### src/rtl/ascon_tag_verify.sv
// Constant-time compare of the computed ASCON tag against a received tag streamed MSW first.
// Latency: verdict 1 cycle after the last word; backpressure via rx_ready_o, high only in RECV.
module ascon_tag_verify #(
    parameter int TAG_W  = 128,
    parameter int WORD_W = 32
) (
    input  logic              clock_i,
    input  logic              reset_i,
    input  logic [TAG_W-1:0]  tag_i,
    input  logic              tag_valid_i,
    input  logic              start_i,
    input  logic              abort_i,
    input  logic [WORD_W-1:0] rx_word_i,
    input  logic              rx_valid_i,
    output logic              rx_ready_o,
    output logic              busy_o,
    output logic              done_o,
    output logic              tag_ok_o
);
    localparam int NW = TAG_W / WORD_W;
    localparam int CW = (NW > 1) ? $clog2(NW) : 1;

    typedef enum logic [1:0] {
        IDLE     = 2'd0,
        WAIT_TAG = 2'd1,
        RECV     = 2'd2,
        RESULT   = 2'd3
    } state_t;

    state_t            r_state;
    state_t            w_state_nxt;
    logic [CW-1:0]     r_cnt;
    logic [CW-1:0]     w_cnt_nxt;
    logic [WORD_W-1:0] r_diff;
    logic [WORD_W-1:0] w_diff_nxt;
    logic              r_tag_ok;
    logic              w_tag_ok_nxt;
    logic              w_hs;
    logic              w_last;
    logic [TAG_W-1:0]  w_tag_sh;
    logic [WORD_W-1:0] w_tag_word;

    // Word k of the computed tag, counted from the most-significant end
    assign w_tag_sh   = tag_i >> ((NW - 1 - int'(r_cnt)) * WORD_W);
    assign w_tag_word = w_tag_sh[WORD_W-1:0];
    assign w_hs       = (r_state == RECV) && rx_valid_i;
    assign w_last     = (r_cnt == CW'(NW - 1));

    always_comb begin
        w_state_nxt  = r_state;
        w_cnt_nxt    = r_cnt;
        w_diff_nxt   = r_diff;
        w_tag_ok_nxt = r_tag_ok;
        case (r_state)
            IDLE: begin
                if (start_i) begin
                    w_state_nxt  = WAIT_TAG;
                    w_cnt_nxt    = '0;
                    w_diff_nxt   = '0;
                    w_tag_ok_nxt = 1'b0;
                end
            end
            WAIT_TAG: begin
                if (tag_valid_i) w_state_nxt = RECV;
            end
            RECV: begin
                // Every word is folded into the accumulator; no early exit on mismatch
                if (w_hs) begin
                    w_diff_nxt = r_diff | (rx_word_i ^ w_tag_word);
                    w_cnt_nxt  = r_cnt + 1'b1;
                    if (w_last) w_state_nxt = RESULT;
                end
            end
            RESULT: begin
                w_tag_ok_nxt = (r_diff == '0);
                w_state_nxt  = IDLE;
            end
            default: w_state_nxt = IDLE;
        endcase
        if (abort_i) begin
            w_state_nxt  = IDLE;
            w_cnt_nxt    = '0;
            w_diff_nxt   = '0;
            w_tag_ok_nxt = 1'b0;
        end
    end

    always_ff @(posedge clock_i or posedge reset_i) begin
        if (reset_i) begin
            r_state  <= IDLE;
            r_cnt    <= '0;
            r_diff   <= '0;
            r_tag_ok <= 1'b0;
        end else begin
            r_state  <= w_state_nxt;
            r_cnt    <= w_cnt_nxt;
            r_diff   <= w_diff_nxt;
            r_tag_ok <= w_tag_ok_nxt;
        end
    end

    assign rx_ready_o = (r_state == RECV);
    assign busy_o     = (r_state != IDLE);
    assign done_o     = (r_state == RESULT) && !abort_i;
    assign tag_ok_o   = r_tag_ok;
endmodule

### config.mk
export PLATFORM = sky130hd
export DESIGN_NAME = ascon_tag_verify
export DESIGN_NICKNAME = d
export VERILOG_FILES = /design/src/rtl/ascon_tag_verify.sv
export SDC_FILE = /design/constraint.sdc
export NUM_CORES = 1
export LEC_CHECK = 0
export BUFFER_PORTS_ARGS = -buffer_cell sky130_fd_sc_hd__buf_2
export CORE_UTILIZATION = 39
export CTS_BUF_LIST = sky130_fd_sc_hd__clkbuf_4 sky130_fd_sc_hd__clkbuf_8 sky130_fd_sc_hd__clkbuf_16
export CTS_CLUSTER_DIAMETER = 200
export DETAILED_ROUTE_END_ITERATION = 10
export PLACE_DENSITY = 0.8
export SETUP_SLACK_MARGIN = 0.02
export SLEW_MARGIN = 40
export SYNTH_ARGS = -nofsm -noshare
export SYNTH_HDL_FRONTEND = slang
export SYNTH_SLANG_ARGS = --single-unit
### constraint.sdc
create_clock -name clock_i -period 1.79 [get_ports clock_i]
set_input_delay 0.0895 -clock clock_i [delete_from_list [all_inputs] [get_ports clock_i]]
set_output_delay 0.0895 -clock clock_i [all_outputs]
set_load 0.01 [all_outputs]
==> flow_metrics.tcl <==
set metrics [dict create \
    critPathArrivalTime_ns 1.87 \
    vias 2359 \
    nFillCells 546 \
    cts_sinks 37 \
    power_density_nw_per_um2 799 \
    drv_cap 0 \
    worst_slew_pin_slew_ns 0.488 \
    area_growth_pct 42.8 \
    yosysTopAreaCell "dfrtp_1" \
    synth.most_common_cell "dfrtp_1" \
    drive_above_1_share_pct 61.3 \
    die_h_um 83.6 \
    cts_root_buf "clkbuf_8" \
    synth_cells 192 \
    r2r_slack_ns 0.08 \
    worstHoldStart "abort_i" \
    core_sq_um 6390 \
    r2r_end "r_state[0]$_DFFE_PP0P_" \
    fmax_ghz 0.586 \
    clkTransAtPathRegs_ns 0.07 \
    p_leak_nw 1.74 \
    critPathCaptureType "register" \
    yosys-top-cells-area "dfrtp_1 (36%), mux4_2 (28%), o2bb2ai_1 (11%)" \
    postRouteAntennaNets 0 \
    fin_hold_ws_ns 0.0646 \
    ys_ff_latch 37 \
    fin_util_pct 58.1 \
    syn_avg_cell_area_sq_um 13.5 \
    grt_pass1_wl_um 12000 \
    maxSlewViolCount 0 \
    rows 29 \
    ys_warn_count 0 \
    portBuffers 169 \
    place_congestion 0.957 \
    rr_worst_depth 4 \
    antenna_found_initial 0 \
    whs_path_depth 2 \
    cp_max_fo 7 \
    die_area_sq_um 6990 \
    clock_latency_ns 0.28 \
    run_status "complete, no violations" \
    h-tree-depth 2 \
    period_needed_ns 1.71 \
    final_nets 537 \
    timing.final.crit_share_pct 95.3 \
    max_slew_margin_pct 67.2 \
    routedWlPerCell_um 16.6 \
    whs_endpoint "r_cnt[0]$_DFFE_PP0P_" \
    min_path_type "in2reg" \
    critPathKind "reg2reg" \
    drt_wl_total_um 7360 \
    synth_ff_type "dfrtp_1" \
    grt_pass1_vias 2511 \
    fp.dieW_um 83.6 \
    finalSetupViolCount 0 \
    synth.cell_area_sq_um 2600 \
    grt.total_usage_pct 22.2 \
    initial_core_util_pct 40.7 \
    peakVddDrop_uv 486 \
    cp_data_required_time_ns 1.96 \
    drt_iter0_drc 72 \
    via_per_inst 5.31 \
    cts_tree "done" \
    hold_violations 0 \
    grt_setup_unrepaired "false" \
    io_pins 170 \
    clock_tree.buffer_depth 2 \
    setup-tns-final_ns 0 \
    synth_edf_count 0 \
    netlist_top_cells_count "dfrtp_1 (37), mux4_2 (32), o2bb2ai_1 (32), xnor2_1 (32), clkbuf_1 (7)" \
    synth_top_area_share_pct 35.6 \
    synth_cell_types 25 \
    timing.rr.start "r_state[1]$_DFFE_PP0P_" \
    dr.pass1.iters 4 \
    hpwl_um 5860 \
    critPathLaunchType "register" \
    grt_max_degree 38 \
    gr-total-overflow 0 \
    async_flop_share_pct 100 \
    post-route-drc-count 0 \
    cts_buffers 5 \
    yosysSeqAreaShare_pct 35.6 \
    syn_nets 363 \
    final.setup_skew_ns 0.00621 \
    n_antenna_cell 0 \
]
==> metrics by stage <==
step / cell area, sq um / setup WS (ns) / instances / power (W)
floorplan: 2600 / 0.0390 / 192 / 0.00190
global placement: 3610 / 0.104 / 435 / 0.00233
detailed placement: 3610 / 0.0410 / 435 / 0.00239
CTS: 3710 / 0.0302 / 444 / 0.00301
global route: 3710 / 0.0229 / 444 / 0.00317
finish: 3710 / 0.0841 / 444 / 0.00296
==> power by group <==
group / internal (W) / switching, W / leakage, nW
clock: 0.000322 / 0.000270 / 0.0498
sequential: 0.000923 / 0.0000590 / 0.511
combinational: 0.000765 / 0.000623 / 1.18
==> cell families after synthesis <==
kind of cell             after synthesis  share of synthesized area, %
multiplexers                          35                          28.9
AO/OA/AOI/OAI                         40                          13.3
AND/OR/NAND/NOR                       23                          5.30
XOR/XNOR                              32                          10.8
adder cells (fa/ha/maj)                5                          2.41
flip-flops                            37                          35.6
buffers and inverters                 20                          3.61
==> worst max-delay path, stage by stage (launching register included) <==
cell and delay, ns:
dfrtp_1 0.41, ha_2 0.23, nor2b_1 0.18, o41a_1 0.45
mux2_1 0.32
==> cells in the final DEF (no fill, tap or decap) <==
cell	instances
buf_2	169
dfrtp_1	36
o2bb2ai_1	32
mux4_2	32
xnor2_1	32
buf_4	8
nor4_1	5
nor2b_1	5
inv_1	5
clkbuf_8	5
or4_1	4
ha_1	4
nand4_1	3
clkbuf_4	3
buf_12	3
nand2_1	2
mux2i_1	2
nor2_1	2
o31ai_1	2
a21oi_1	2
a2111o_1	1
nand3_1	1
o31ai_2	1
inv_2	1
o41a_1	1
mux2_1	1
a31oi_4	1
nand2b_1	1
ha_2	1
dlygate4sd3_1	1
dfrtp_2	1
==> routing by layer <==
metal	GRT usage [%]	up-vias	part of all wire [%]
li1	-	1116	-
met1	25.6	1134	38
met2	41.6	99	55
met3	4.35	10	6.0
met4	5.70	0	1.2
met5	0	-	0
==> timing repair <==
item                                    in CTS  in global routing
setup buffers                                0                  0
hold buffers                                 1                  0
endpoints found under the setup margin       0                  2
gates resized for setup                      0                  2
hold endpoints to repair                    37                  0
==> layout make-up <==
type | count | area, sq um | share of cell area [%]
Sequential cell | 37 | 927 | 25.0
Inverter | 6 | 22.5 | 0.607
Timing Repair Buffer | 181 | 976 | 26.3
Multi-Input combinational cell | 135 | 1600 | 43.0
Tap cell | 77 | 96.3 | 2.60
Clock buffer | 8 | 91.3 | 2.46
==> how the worst max path moves through the flow <==
stage	start	endpoint	slack, ns	cells after the start
2_1_floorplan	r_state[0]$_DFFE_PP0P_	r_state[0]$_DFFE_PP0P_	0.04	5
5_1_grt	r_state[1]$_DFFE_PP0P_	tag_ok_o$_DFFE_PP0P_	0.02	6
3_3_place_gp	r_state[0]$_DFFE_PP0P_	r_state[0]$_DFFE_PP0P_	0.10	5
4_1_cts	r_state[0]$_DFFE_PP0P_	r_state[0]$_DFFE_PP0P_	0.03	5
6_report	r_state[1]$_DFFE_PP0P_	r_state[0]$_DFFE_PP0P_	0.08	4
3_5_place_dp	r_state[0]$_DFFE_PP0P_	r_state[0]$_DFFE_PP0P_	0.04	5
==> state kept, by name (all words and copies together) (netlist names) <==
| name | count |
|---|---|
| r_cnt | 2 |
| tag_ok_o | 1 |
| r_state | 2 |
| r_diff | 32 |
(Power assumes the default switching activity.)
